==> src/rtl/accel_dma_shim_if.sv <==
// AXI4 bus bundle shared by the accelerator DMA side and the crossbar side of accel_dma_shim.
// Master drives requests and write data; Slave drives ready, write response and read data.
interface AXI_BUS #(
    parameter int unsigned ID_W   = 4,
    parameter int unsigned ADDR_W = 32,
    parameter int unsigned DATA_W = 32
);
    localparam int unsigned STRB_W = DATA_W / 8;

    logic [ID_W-1:0]   aw_id;
    logic [ADDR_W-1:0] aw_addr;
    logic [7:0]        aw_len;
    logic [2:0]        aw_size;
    logic [1:0]        aw_burst;
    logic              aw_valid;
    logic              aw_ready;

    logic [DATA_W-1:0] w_data;
    logic [STRB_W-1:0] w_strb;
    logic              w_last;
    logic              w_valid;
    logic              w_ready;

    logic [ID_W-1:0]   b_id;
    logic [1:0]        b_resp;
    logic              b_valid;
    logic              b_ready;

    logic [ID_W-1:0]   ar_id;
    logic [ADDR_W-1:0] ar_addr;
    logic [7:0]        ar_len;
    logic [2:0]        ar_size;
    logic [1:0]        ar_burst;
    logic              ar_valid;
    logic              ar_ready;

    logic [ID_W-1:0]   r_id;
    logic [DATA_W-1:0] r_data;
    logic [1:0]        r_resp;
    logic              r_last;
    logic              r_valid;
    logic              r_ready;

    modport Master (
        output aw_id, aw_addr, aw_len, aw_size, aw_burst, aw_valid,
        input  aw_ready,
        output w_data, w_strb, w_last, w_valid,
        input  w_ready,
        input  b_id, b_resp, b_valid,
        output b_ready,
        output ar_id, ar_addr, ar_len, ar_size, ar_burst, ar_valid,
        input  ar_ready,
        input  r_id, r_data, r_resp, r_last, r_valid,
        output r_ready
    );

    modport Slave (
        input  aw_id, aw_addr, aw_len, aw_size, aw_burst, aw_valid,
        output aw_ready,
        input  w_data, w_strb, w_last, w_valid,
        output w_ready,
        output b_id, b_resp, b_valid,
        input  b_ready,
        input  ar_id, ar_addr, ar_len, ar_size, ar_burst, ar_valid,
        output ar_ready,
        output r_id, r_data, r_resp, r_last, r_valid,
        input  r_ready
    );
endinterface

==> src/rtl/accel_dma_shim.sv <==
// Shim between an accelerator AXI DMA master and a crossbar slave port: fixed ID/size,
// per-direction outstanding-burst limiting, quiesce/drain handshake and sticky bus-error capture.
module accel_dma_shim #(
    parameter int unsigned     ID_W       = 4,
    parameter logic [ID_W-1:0] AXI_ID     = '0,
    parameter logic [2:0]      AXSIZE     = 3'b010,
    parameter int unsigned     MAX_RD     = 4,
    parameter int unsigned     MAX_WR     = 4,
    parameter bit              ERR_IRQ_EN = 1'b1
) (
    input  logic       aclk,
    input  logic       aresetn,
    AXI_BUS.Slave      acc_slv,
    AXI_BUS.Master     sys_mst,
    input  logic       acc_irq_i,
    input  logic       quiesce_i,
    input  logic       err_clr_i,
    output logic       idle_o,
    output logic       err_o,
    output logic [3:0] rd_cnt_o,
    output logic [3:0] wr_cnt_o,
    output logic       irq_o
);
    localparam int unsigned CNT_W = 4;
    localparam logic [CNT_W-1:0] RD_LIM = CNT_W'(MAX_RD);
    localparam logic [CNT_W-1:0] WR_LIM = CNT_W'(MAX_WR);

    logic [CNT_W-1:0] rd_cnt_q, rd_cnt_d;
    logic [CNT_W-1:0] wr_cnt_q, wr_cnt_d;
    logic             err_q, err_d;

    logic blk_rd, blk_wr;
    logic rd_inc, rd_dec, rd_resp_err, rd_unf;
    logic wr_inc, wr_dec, wr_resp_err, wr_unf;
    logic unused_id_size;

    assign blk_rd = quiesce_i | (rd_cnt_q == RD_LIM);
    assign blk_wr = quiesce_i | (wr_cnt_q == WR_LIM);

    // Write address: ID and size replaced, valid/ready gated by the write block
    assign sys_mst.aw_id    = AXI_ID;
    assign sys_mst.aw_addr  = acc_slv.aw_addr;
    assign sys_mst.aw_len   = acc_slv.aw_len;
    assign sys_mst.aw_size  = AXSIZE;
    assign sys_mst.aw_burst = acc_slv.aw_burst;
    assign sys_mst.aw_valid = acc_slv.aw_valid & ~blk_wr;
    assign acc_slv.aw_ready = sys_mst.aw_ready & ~blk_wr;

    assign sys_mst.w_data   = acc_slv.w_data;
    assign sys_mst.w_strb   = acc_slv.w_strb;
    assign sys_mst.w_last   = acc_slv.w_last;
    assign sys_mst.w_valid  = acc_slv.w_valid;
    assign acc_slv.w_ready  = sys_mst.w_ready;

    assign acc_slv.b_id     = sys_mst.b_id;
    assign acc_slv.b_resp   = sys_mst.b_resp;
    assign acc_slv.b_valid  = sys_mst.b_valid;
    assign sys_mst.b_ready  = acc_slv.b_ready;

    // Read address: same treatment as write address, gated by the read block
    assign sys_mst.ar_id    = AXI_ID;
    assign sys_mst.ar_addr  = acc_slv.ar_addr;
    assign sys_mst.ar_len   = acc_slv.ar_len;
    assign sys_mst.ar_size  = AXSIZE;
    assign sys_mst.ar_burst = acc_slv.ar_burst;
    assign sys_mst.ar_valid = acc_slv.ar_valid & ~blk_rd;
    assign acc_slv.ar_ready = sys_mst.ar_ready & ~blk_rd;

    assign acc_slv.r_id     = sys_mst.r_id;
    assign acc_slv.r_data   = sys_mst.r_data;
    assign acc_slv.r_resp   = sys_mst.r_resp;
    assign acc_slv.r_last   = sys_mst.r_last;
    assign acc_slv.r_valid  = sys_mst.r_valid;
    assign sys_mst.r_ready  = acc_slv.r_ready;

    // The accelerator's own ID/size fields are overridden and deliberately dropped
    assign unused_id_size = ^{acc_slv.aw_id, acc_slv.aw_size, acc_slv.ar_id, acc_slv.ar_size};

    assign rd_inc      = sys_mst.ar_valid & sys_mst.ar_ready;
    assign rd_dec      = sys_mst.r_valid & sys_mst.r_ready & sys_mst.r_last;
    assign rd_resp_err = sys_mst.r_valid & sys_mst.r_ready & sys_mst.r_resp[1];
    assign wr_inc      = sys_mst.aw_valid & sys_mst.aw_ready;
    assign wr_dec      = sys_mst.b_valid & sys_mst.b_ready;
    assign wr_resp_err = wr_dec & sys_mst.b_resp[1];

    // Next-state for counters; a net decrement at zero saturates and flags underflow
    always_comb begin
        rd_cnt_d = rd_cnt_q;
        wr_cnt_d = wr_cnt_q;
        rd_unf   = 1'b0;
        wr_unf   = 1'b0;
        if (rd_inc && !rd_dec) begin
            rd_cnt_d = rd_cnt_q + CNT_W'(1);
        end else if (!rd_inc && rd_dec) begin
            if (rd_cnt_q == '0) rd_unf = 1'b1;
            else                rd_cnt_d = rd_cnt_q - CNT_W'(1);
        end
        if (wr_inc && !wr_dec) begin
            wr_cnt_d = wr_cnt_q + CNT_W'(1);
        end else if (!wr_inc && wr_dec) begin
            if (wr_cnt_q == '0) wr_unf = 1'b1;
            else                wr_cnt_d = wr_cnt_q - CNT_W'(1);
        end
    end

    // Set dominates clear so a same-cycle error is never lost
    always_comb begin
        err_d = err_q & ~err_clr_i;
        if (rd_resp_err || wr_resp_err || rd_unf || wr_unf) err_d = 1'b1;
    end

    always_ff @(posedge aclk or negedge aresetn) begin
        if (!aresetn) begin
            rd_cnt_q <= '0;
            wr_cnt_q <= '0;
            err_q    <= 1'b0;
        end else begin
            rd_cnt_q <= rd_cnt_d;
            wr_cnt_q <= wr_cnt_d;
            err_q    <= err_d;
        end
    end

    assign rd_cnt_o = rd_cnt_q;
    assign wr_cnt_o = wr_cnt_q;
    assign err_o    = err_q;
    assign idle_o   = quiesce_i & (rd_cnt_q == '0) & (wr_cnt_q == '0);
    assign irq_o    = acc_irq_i | (err_q & ERR_IRQ_EN);

    a_rd_no_overrun: assert property (@(posedge aclk) disable iff (!aresetn)
        !(rd_inc && (rd_cnt_q == RD_LIM)));
    a_wr_no_overrun: assert property (@(posedge aclk) disable iff (!aresetn)
        !(wr_inc && (wr_cnt_q == WR_LIM)));
endmodule

==> src/flat_wrapper.sv <==
// flat-port wrapper written by rule: the top's interface ports become plain ports
module accel_dma_shim_flat 
#(
    parameter int unsigned     ID_W       = 4,
    parameter logic [ID_W-1:0] AXI_ID     = '0,
    parameter logic [2:0]      AXSIZE     = 3'b010,
    parameter int unsigned     MAX_RD     = 4,
    parameter int unsigned     MAX_WR     = 4,
    parameter bit              ERR_IRQ_EN = 1'b1
)
  (aclk, aresetn, acc_irq_i, quiesce_i, err_clr_i, idle_o, err_o, rd_cnt_o, wr_cnt_o, irq_o, acc_slv_aw_id, acc_slv_aw_addr, acc_slv_aw_len, acc_slv_aw_size, acc_slv_aw_burst, acc_slv_aw_valid, acc_slv_aw_ready, acc_slv_w_data, acc_slv_w_strb, acc_slv_w_last, acc_slv_w_valid, acc_slv_w_ready, acc_slv_b_id, acc_slv_b_resp, acc_slv_b_valid, acc_slv_b_ready, acc_slv_ar_id, acc_slv_ar_addr, acc_slv_ar_len, acc_slv_ar_size, acc_slv_ar_burst, acc_slv_ar_valid, acc_slv_ar_ready, acc_slv_r_id, acc_slv_r_data, acc_slv_r_resp, acc_slv_r_last, acc_slv_r_valid, acc_slv_r_ready, sys_mst_aw_id, sys_mst_aw_addr, sys_mst_aw_len, sys_mst_aw_size, sys_mst_aw_burst, sys_mst_aw_valid, sys_mst_aw_ready, sys_mst_w_data, sys_mst_w_strb, sys_mst_w_last, sys_mst_w_valid, sys_mst_w_ready, sys_mst_b_id, sys_mst_b_resp, sys_mst_b_valid, sys_mst_b_ready, sys_mst_ar_id, sys_mst_ar_addr, sys_mst_ar_len, sys_mst_ar_size, sys_mst_ar_burst, sys_mst_ar_valid, sys_mst_ar_ready, sys_mst_r_id, sys_mst_r_data, sys_mst_r_resp, sys_mst_r_last, sys_mst_r_valid, sys_mst_r_ready);
  AXI_BUS #(.ID_W(ID_W), .ADDR_W(32), .DATA_W(32)) acc_slv_i ();
  AXI_BUS #(.ID_W(ID_W), .ADDR_W(32), .DATA_W(32)) sys_mst_i ();
  input  logic aclk;
  input  logic aresetn;
  input  logic acc_irq_i;
  input  logic quiesce_i;
  input  logic err_clr_i;
  output logic idle_o;
  output logic err_o;
  output logic [3:0] rd_cnt_o;
  output logic [3:0] wr_cnt_o;
  output logic irq_o;
  input wire logic [$bits(acc_slv_i.aw_id)-1:0] acc_slv_aw_id;
  input wire logic [$bits(acc_slv_i.aw_addr)-1:0] acc_slv_aw_addr;
  input wire logic [$bits(acc_slv_i.aw_len)-1:0] acc_slv_aw_len;
  input wire logic [$bits(acc_slv_i.aw_size)-1:0] acc_slv_aw_size;
  input wire logic [$bits(acc_slv_i.aw_burst)-1:0] acc_slv_aw_burst;
  input wire logic [$bits(acc_slv_i.aw_valid)-1:0] acc_slv_aw_valid;
  output wire logic [$bits(acc_slv_i.aw_ready)-1:0] acc_slv_aw_ready;
  input wire logic [$bits(acc_slv_i.w_data)-1:0] acc_slv_w_data;
  input wire logic [$bits(acc_slv_i.w_strb)-1:0] acc_slv_w_strb;
  input wire logic [$bits(acc_slv_i.w_last)-1:0] acc_slv_w_last;
  input wire logic [$bits(acc_slv_i.w_valid)-1:0] acc_slv_w_valid;
  output wire logic [$bits(acc_slv_i.w_ready)-1:0] acc_slv_w_ready;
  output wire logic [$bits(acc_slv_i.b_id)-1:0] acc_slv_b_id;
  output wire logic [$bits(acc_slv_i.b_resp)-1:0] acc_slv_b_resp;
  output wire logic [$bits(acc_slv_i.b_valid)-1:0] acc_slv_b_valid;
  input wire logic [$bits(acc_slv_i.b_ready)-1:0] acc_slv_b_ready;
  input wire logic [$bits(acc_slv_i.ar_id)-1:0] acc_slv_ar_id;
  input wire logic [$bits(acc_slv_i.ar_addr)-1:0] acc_slv_ar_addr;
  input wire logic [$bits(acc_slv_i.ar_len)-1:0] acc_slv_ar_len;
  input wire logic [$bits(acc_slv_i.ar_size)-1:0] acc_slv_ar_size;
  input wire logic [$bits(acc_slv_i.ar_burst)-1:0] acc_slv_ar_burst;
  input wire logic [$bits(acc_slv_i.ar_valid)-1:0] acc_slv_ar_valid;
  output wire logic [$bits(acc_slv_i.ar_ready)-1:0] acc_slv_ar_ready;
  output wire logic [$bits(acc_slv_i.r_id)-1:0] acc_slv_r_id;
  output wire logic [$bits(acc_slv_i.r_data)-1:0] acc_slv_r_data;
  output wire logic [$bits(acc_slv_i.r_resp)-1:0] acc_slv_r_resp;
  output wire logic [$bits(acc_slv_i.r_last)-1:0] acc_slv_r_last;
  output wire logic [$bits(acc_slv_i.r_valid)-1:0] acc_slv_r_valid;
  input wire logic [$bits(acc_slv_i.r_ready)-1:0] acc_slv_r_ready;
  output wire logic [$bits(sys_mst_i.aw_id)-1:0] sys_mst_aw_id;
  output wire logic [$bits(sys_mst_i.aw_addr)-1:0] sys_mst_aw_addr;
  output wire logic [$bits(sys_mst_i.aw_len)-1:0] sys_mst_aw_len;
  output wire logic [$bits(sys_mst_i.aw_size)-1:0] sys_mst_aw_size;
  output wire logic [$bits(sys_mst_i.aw_burst)-1:0] sys_mst_aw_burst;
  output wire logic [$bits(sys_mst_i.aw_valid)-1:0] sys_mst_aw_valid;
  input wire logic [$bits(sys_mst_i.aw_ready)-1:0] sys_mst_aw_ready;
  output wire logic [$bits(sys_mst_i.w_data)-1:0] sys_mst_w_data;
  output wire logic [$bits(sys_mst_i.w_strb)-1:0] sys_mst_w_strb;
  output wire logic [$bits(sys_mst_i.w_last)-1:0] sys_mst_w_last;
  output wire logic [$bits(sys_mst_i.w_valid)-1:0] sys_mst_w_valid;
  input wire logic [$bits(sys_mst_i.w_ready)-1:0] sys_mst_w_ready;
  input wire logic [$bits(sys_mst_i.b_id)-1:0] sys_mst_b_id;
  input wire logic [$bits(sys_mst_i.b_resp)-1:0] sys_mst_b_resp;
  input wire logic [$bits(sys_mst_i.b_valid)-1:0] sys_mst_b_valid;
  output wire logic [$bits(sys_mst_i.b_ready)-1:0] sys_mst_b_ready;
  output wire logic [$bits(sys_mst_i.ar_id)-1:0] sys_mst_ar_id;
  output wire logic [$bits(sys_mst_i.ar_addr)-1:0] sys_mst_ar_addr;
  output wire logic [$bits(sys_mst_i.ar_len)-1:0] sys_mst_ar_len;
  output wire logic [$bits(sys_mst_i.ar_size)-1:0] sys_mst_ar_size;
  output wire logic [$bits(sys_mst_i.ar_burst)-1:0] sys_mst_ar_burst;
  output wire logic [$bits(sys_mst_i.ar_valid)-1:0] sys_mst_ar_valid;
  input wire logic [$bits(sys_mst_i.ar_ready)-1:0] sys_mst_ar_ready;
  input wire logic [$bits(sys_mst_i.r_id)-1:0] sys_mst_r_id;
  input wire logic [$bits(sys_mst_i.r_data)-1:0] sys_mst_r_data;
  input wire logic [$bits(sys_mst_i.r_resp)-1:0] sys_mst_r_resp;
  input wire logic [$bits(sys_mst_i.r_last)-1:0] sys_mst_r_last;
  input wire logic [$bits(sys_mst_i.r_valid)-1:0] sys_mst_r_valid;
  output wire logic [$bits(sys_mst_i.r_ready)-1:0] sys_mst_r_ready;
  assign acc_slv_i.aw_id = acc_slv_aw_id;
  assign acc_slv_i.aw_addr = acc_slv_aw_addr;
  assign acc_slv_i.aw_len = acc_slv_aw_len;
  assign acc_slv_i.aw_size = acc_slv_aw_size;
  assign acc_slv_i.aw_burst = acc_slv_aw_burst;
  assign acc_slv_i.aw_valid = acc_slv_aw_valid;
  assign acc_slv_aw_ready = acc_slv_i.aw_ready;
  assign acc_slv_i.w_data = acc_slv_w_data;
  assign acc_slv_i.w_strb = acc_slv_w_strb;
  assign acc_slv_i.w_last = acc_slv_w_last;
  assign acc_slv_i.w_valid = acc_slv_w_valid;
  assign acc_slv_w_ready = acc_slv_i.w_ready;
  assign acc_slv_b_id = acc_slv_i.b_id;
  assign acc_slv_b_resp = acc_slv_i.b_resp;
  assign acc_slv_b_valid = acc_slv_i.b_valid;
  assign acc_slv_i.b_ready = acc_slv_b_ready;
  assign acc_slv_i.ar_id = acc_slv_ar_id;
  assign acc_slv_i.ar_addr = acc_slv_ar_addr;
  assign acc_slv_i.ar_len = acc_slv_ar_len;
  assign acc_slv_i.ar_size = acc_slv_ar_size;
  assign acc_slv_i.ar_burst = acc_slv_ar_burst;
  assign acc_slv_i.ar_valid = acc_slv_ar_valid;
  assign acc_slv_ar_ready = acc_slv_i.ar_ready;
  assign acc_slv_r_id = acc_slv_i.r_id;
  assign acc_slv_r_data = acc_slv_i.r_data;
  assign acc_slv_r_resp = acc_slv_i.r_resp;
  assign acc_slv_r_last = acc_slv_i.r_last;
  assign acc_slv_r_valid = acc_slv_i.r_valid;
  assign acc_slv_i.r_ready = acc_slv_r_ready;
  assign sys_mst_aw_id = sys_mst_i.aw_id;
  assign sys_mst_aw_addr = sys_mst_i.aw_addr;
  assign sys_mst_aw_len = sys_mst_i.aw_len;
  assign sys_mst_aw_size = sys_mst_i.aw_size;
  assign sys_mst_aw_burst = sys_mst_i.aw_burst;
  assign sys_mst_aw_valid = sys_mst_i.aw_valid;
  assign sys_mst_i.aw_ready = sys_mst_aw_ready;
  assign sys_mst_w_data = sys_mst_i.w_data;
  assign sys_mst_w_strb = sys_mst_i.w_strb;
  assign sys_mst_w_last = sys_mst_i.w_last;
  assign sys_mst_w_valid = sys_mst_i.w_valid;
  assign sys_mst_i.w_ready = sys_mst_w_ready;
  assign sys_mst_i.b_id = sys_mst_b_id;
  assign sys_mst_i.b_resp = sys_mst_b_resp;
  assign sys_mst_i.b_valid = sys_mst_b_valid;
  assign sys_mst_b_ready = sys_mst_i.b_ready;
  assign sys_mst_ar_id = sys_mst_i.ar_id;
  assign sys_mst_ar_addr = sys_mst_i.ar_addr;
  assign sys_mst_ar_len = sys_mst_i.ar_len;
  assign sys_mst_ar_size = sys_mst_i.ar_size;
  assign sys_mst_ar_burst = sys_mst_i.ar_burst;
  assign sys_mst_ar_valid = sys_mst_i.ar_valid;
  assign sys_mst_i.ar_ready = sys_mst_ar_ready;
  assign sys_mst_i.r_id = sys_mst_r_id;
  assign sys_mst_i.r_data = sys_mst_r_data;
  assign sys_mst_i.r_resp = sys_mst_r_resp;
  assign sys_mst_i.r_last = sys_mst_r_last;
  assign sys_mst_i.r_valid = sys_mst_r_valid;
  assign sys_mst_r_ready = sys_mst_i.r_ready;
  accel_dma_shim #(.ID_W(ID_W), .AXI_ID(AXI_ID), .AXSIZE(AXSIZE), .MAX_RD(MAX_RD), .MAX_WR(MAX_WR), .ERR_IRQ_EN(ERR_IRQ_EN)) u_core (.aclk(aclk), .aresetn(aresetn), .acc_slv(acc_slv_i), .sys_mst(sys_mst_i), .acc_irq_i(acc_irq_i), .quiesce_i(quiesce_i), .err_clr_i(err_clr_i), .idle_o(idle_o), .err_o(err_o), .rd_cnt_o(rd_cnt_o), .wr_cnt_o(wr_cnt_o), .irq_o(irq_o));
endmodule
==> config.mk <==
export PLATFORM = sky130hd
export DESIGN_NAME = accel_dma_shim_flat
export DESIGN_NICKNAME = d
export VERILOG_FILES = /design/src/rtl/accel_dma_shim_if.sv /design/src/rtl/accel_dma_shim.sv /design/src/flat_wrapper.sv
export SDC_FILE = /design/constraint.sdc
export NUM_CORES = 1
export LEC_CHECK = 0
export BUFFER_PORTS_ARGS = -buffer_cell sky130_fd_sc_hd__clkbuf_2
export CORE_AREA = 8 8 148 150
export DETAILED_ROUTE_END_ITERATION = 8
export DIE_AREA = 0 0 156 158
export GPL_ROUTABILITY_DRIVEN = 0
export SLEW_MARGIN = 0
export SYNTH_ARGS = -nofsm -noshare
export SYNTH_HDL_FRONTEND = slang
export SYNTH_SLANG_ARGS = --single-unit
==> constraint.sdc <==
create_clock -name aclk -period 4 [get_ports aclk]
set_clock_uncertainty 0.1 [all_clocks]
set_input_delay 1 -clock aclk [delete_from_list [all_inputs] [get_ports aclk]]
set_output_delay 1 -clock aclk [all_outputs]
set_load 0.01 [all_outputs]
Word level (Yosys, flattened, before mapping). Index checks and enable logic that the tools add are counted.

Register bits after elaboration: 9. Input port bits: 195. Output and inout bits: 201. Word-level logic and storage cells: 61.

Add/subtract/negate cells: 4. Equal/unequal tests: 4. Multiplexer cells: 13. Bitwise logic cells: 20. Reduce and logical (&&, ||, !) cells: 17.

Operators with widths (number): $mux W4 (6); $and A1 B1 Y1 (14); $add A4 B1 Y4 const B (2); $eq A4 B3 Y1 const B (2); $logic_not A4 Y1 (2); $sub A4 B1 Y4 const B (2); $mux W1 (7); $logic_and A1 B1 Y1 (4); $logic_not A1 Y1 (4); $ne A2 B1 Y1 const B (2); $reduce_and A2 Y1 (2); $reduce_bool A2 Y1 (2); $logic_or A1 B1 Y1 (3); $not A1 Y1 (3); $or A1 B1 Y1 (3).

Longest topological paths before layout.
Depth in word-level cells: 12. Gate-level depth with buffers: 10. Mapped depth without buffers: 10.

Worst setup path after synthesis. No wires, ideal clock.

Path type: input-to-reg. Start point: input port quiesce_i. End point: register u_core.wr_cnt_q[3] (netlist: u_core.wr_cnt_o[3]). Arrival time: 2.513 ns. Required time: 3.805 ns. Setup slack: 1.292 ns. Stages on the path: 9. Buffers on the path: 0. Cell sequence: a21oi_1 > and3_1 > ha_1 > inv_1 > ha_1 > a21oi_1 > o21ai_1 > mux2i_1 > o31ai_1.

Longest elaborated chain between the ends: 8. Elaborated cells between the ends (all ways): 11. Those cells by class: eq/ne: 1; mux: 1; bitwise: 4; reduce/logical: 5.

RTL lines: start: declaration (RTL line flat_wrapper.sv:17) `input logic quiesce_i;`; $or A1 B1 Y1 * (RTL line accel_dma_shim.sv:38) `assign blk_wr = quiesce_i | (wr_cnt_q == WR_LIM);`; $not A1 Y1 * (RTL line accel_dma_shim.sv:46) `assign sys_mst.aw_valid = acc_slv.aw_valid & ~blk_wr;`; $and A1 B1 Y1 * (RTL line accel_dma_shim.sv:46); $and A1 B1 Y1 * (RTL line accel_dma_shim.sv:82) `assign wr_inc = sys_mst.aw_valid & sys_mst.aw_ready;`; $logic_not A1 Y1 (RTL line accel_dma_shim.sv:100) `end else if (!wr_inc && wr_dec) begin`; $logic_and A1 B1 Y1 (RTL line accel_dma_shim.sv:100); $reduce_bool A2 Y1 (no line); $reduce_and A2 Y1 (no line); end signal: assignment (RTL line accel_dma_shim.sv:119) `wr_cnt_q <= wr_cnt_d;`; end: declaration (RTL line accel_dma_shim.sv:29) `logic [CNT_W-1:0] wr_cnt_q, wr_cnt_d;`.

Every way passes the cells marked *; elsewhere a longest branch is shown, timed or not. A chain may end at the register's enable or synchronous reset.

Final worst setup path. Same ends and word-level chain as after synthesis.

==> out/results.tsv <==
metric	value	unit
crit_fanout	6	
overflow	0	
cts_buffer_depth	2	
status	finished clean	
cp_num_buf_inv	2	
core	0.01971	mm²
dr_wl_met3	1437	µm
drv_slew	0	
first_pass_iters	4	
clockRootBuffer	clkbuf_16	
start_util	10.93	%
hold_viol	0	
period_minus_slack	2.973	ns
critPathMaxStageDelay	0.29	ns
worstPathRequired	4.03	ns
cts_resized	0	
seq_area_frac_synth	10.45	%
dieWidth	156	µm
vias	1064	
hpwl	5396	µm
setup_viol	0	
io_pins	396	
vias_per_cell	2.627	
antenna_found_initial	0	
synth_area	0.002155	mm²
ys_warn_count	0	
crit_arrival	3.00	ns
drc	0	
p_per_area	530.0	mW/mm²
cts_inserted_buffers	3	
grt_pass1_wl	8107	µm
synth_cell_types	31	
n_fill_cell	2316	
num_rows	52	
cap_violations	0	
portBuffers	37	
yosys-top-cells-area	buf_4, dfrtp_1, ha_1, fa_1, inv_1	
path_class	input port to flip-flop	
cp-end-kind	flip-flop	
drive_gt1_share	35.56	%
die_h	158	µm
max_freq	336.4	MHz
leakagePower	0.5797	nW
cts.sinks	9	
clock_latency	0.23	ns
wl_met2	2661	µm
startpoint_type	input port	
path_delay_family	compound AO/OA/AOI/OAI gates	
rsz0062_at_grt	false	
avgSynthCellArea	8.039	µm²
final_nets	341	
min_period_over_period	74.32	%
dieArea	0.02465	mm²
hold_path_class	flip-flop to flip-flop	
syn_to_final_growth	-34.79	%
tns	0	ns
totalWireLength	6203	µm
final_antenna_net_count	0	
grt_pass1_vias	1160	
path_clk_slew	0.04	ns
grt_start_max_net_pins	10	
wl_met1	1308	µm
highest_layer	met4	
ys_seq_elements	9	
cts-htree-levels	1	
cts_tree	yes	
yosysTopAreaCell	buf_4	
wl_per_cell	15.32	µm
synth_top_area_share	64.81	%
utilization	7.127	%
drtIter0Drc	33	
postSynthCellCount	268	
postCtsSetupRepairBufs	0	
crit_slowest_cell	ha_1	
n_antenna_cell	0	
peakVddDrop	0.0001170	V
postCtsHoldBufs	0	
cp_cell_sequence	clkbuf_2 > a21oi_1 > and3_1 > ha_1 > inv_1 > ha_1 > a21oi_1 > o21ai_1 > mux2i_1 > o31ai_1	
grt_usage	4.705	%
==> layout by cell type (no fill, tap or decap), drive strengths merged <==
master / n
and2: 6
clkbuf: 41
nor2b: 1
nand2: 3
fa: 2
a31oi: 2
a21oi: 5
nor4: 3
nor2: 3
or2: 1
nand3: 5
o21ai: 1
conb: 14
mux2i: 1
nor3: 4
a22oi: 1
o2111ai: 1
dfrtp: 9
mux2: 2
a211oi: 1
and3: 3
o31ai: 3
xor2: 2
ha: 8
xnor2: 3
nand4: 1
inv: 9
==> synthesized netlist by cell type <==
master       n
ha_1         8
and2_2       1
nor2_1       2
conb_1       2
a31oi_1      2
inv_1        9
xnor2_1      3
fa_1         2
o31ai_1      3
o21ai_1      1
nor2_2       1
nor3_1       4
nor4_2       2
nor4_1       1
and3_2       1
and3_1       2
buf_4      186
nand2_1      3
mux2_4       2
dfrtp_1      9
nand3_1      5
a21oi_1      5
a22oi_1      1
nor2b_1      1
a211oi_1     1
xor2_1       2
or2_2        1
nand4_1      1
mux2i_1      1
and2_1       5
o2111ai_1    1
==> per-stage QoR <==
step	setup slack (ns)	cells	hold slack, ns	cell area (µm²)	total power [mW]
floorplan	1.292	280	0.4617	2200	0.6218
global placement	0.8009	401	0.4658	1326	0.5764
detailed placement	0.7490	401	0.4683	1326	0.5869
CTS	1.004	405	0.4734	1405	0.7659
global route	0.7507	405	0.4945	1405	0.8218
finish	1.027	405	0.4549	1405	0.7448
==> area by class of cell <==
class                      instances  area (µm²)  share of cell area [%]
clock buffer                       4       78.83                   5.610
inverter                           9       33.78                   2.404
multi-input combinational         76       544.3                   38.74
sequential                         9       225.2                   16.03
tap                              270       337.8                   24.04
timing repair buffer              37       185.2                   13.18
==> power breakdown <==
group,internal [mW],leakage [nW],total [mW],switching [mW]
registers,0.135,0.108,0.226,0.0914
clock network,0.133,0.0382,0.173,0.0402
logic,0.164,0.433,0.346,0.182
total,0.431,0.580,0.745,0.314
==> worst register-to-register path, delay by kind of cell (launching register included) <==
kind	cells	cell delay (ns)
mux	1	0.13
buf+inv	1	0.15
compound gates	4	0.80
simple gates	2	0.34
fa+ha+maj	2	0.57
flops	1	0.50
==> state kept, by name, summed over array words and instances (netlist names) <==
| signal | cells |
|---|---|
| u_core.rd_cnt_o | 4 |
| u_core.wr_cnt_o | 4 |
| u_core.err_o | 1 |
==> per-layer routing <==
layer | vias up | track usage, %
met5 | - | 0
met4 | 0 | 6.747
met3 | 94 | 4.341
met2 | 172 | 6.880
met1 | 417 | 2.871
li1 | 381 | -
==> path summary, 6_finish.rpt <==
path	depth (start not counted)	slack [ns]	endpoint	start
min	1	0.45	u_core.rd_cnt_o[3]	u_core.rd_cnt_o[3]
max reg2reg	10	1.31	u_core.wr_cnt_o[3]	u_core.wr_cnt_o[0]
max	10	1.03	u_core.wr_cnt_o[3]	quiesce_i
max in group asynchronous	1	3.10	u_core.rd_cnt_o[3]	aresetn
min in group asynchronous	1	0.51	u_core.wr_cnt_o[3]	aresetn
min reg2reg	1	0.45	u_core.rd_cnt_o[3]	u_core.rd_cnt_o[3]
==> cells by family (layout without fill, tap and decap cells) <==
group | Yosys count | count (layout) | synth area share [%]
multiplexers | 3 | 3 | 1.858
adder cells (fa/ha/maj) | 10 | 10 | 6.504
XOR/XNOR | 5 | 5 | 2.033
buffers and inverters | 195 | 50 | 66.38
flip-flops | 9 | 9 | 10.45
AO/OA/AOI/OAI | 14 | 14 | 4.123
AND/OR/NAND/NOR | 30 | 30 | 8.305
other | 2 | 14 | 0.3486
Power figures use the tool's default switching activity.
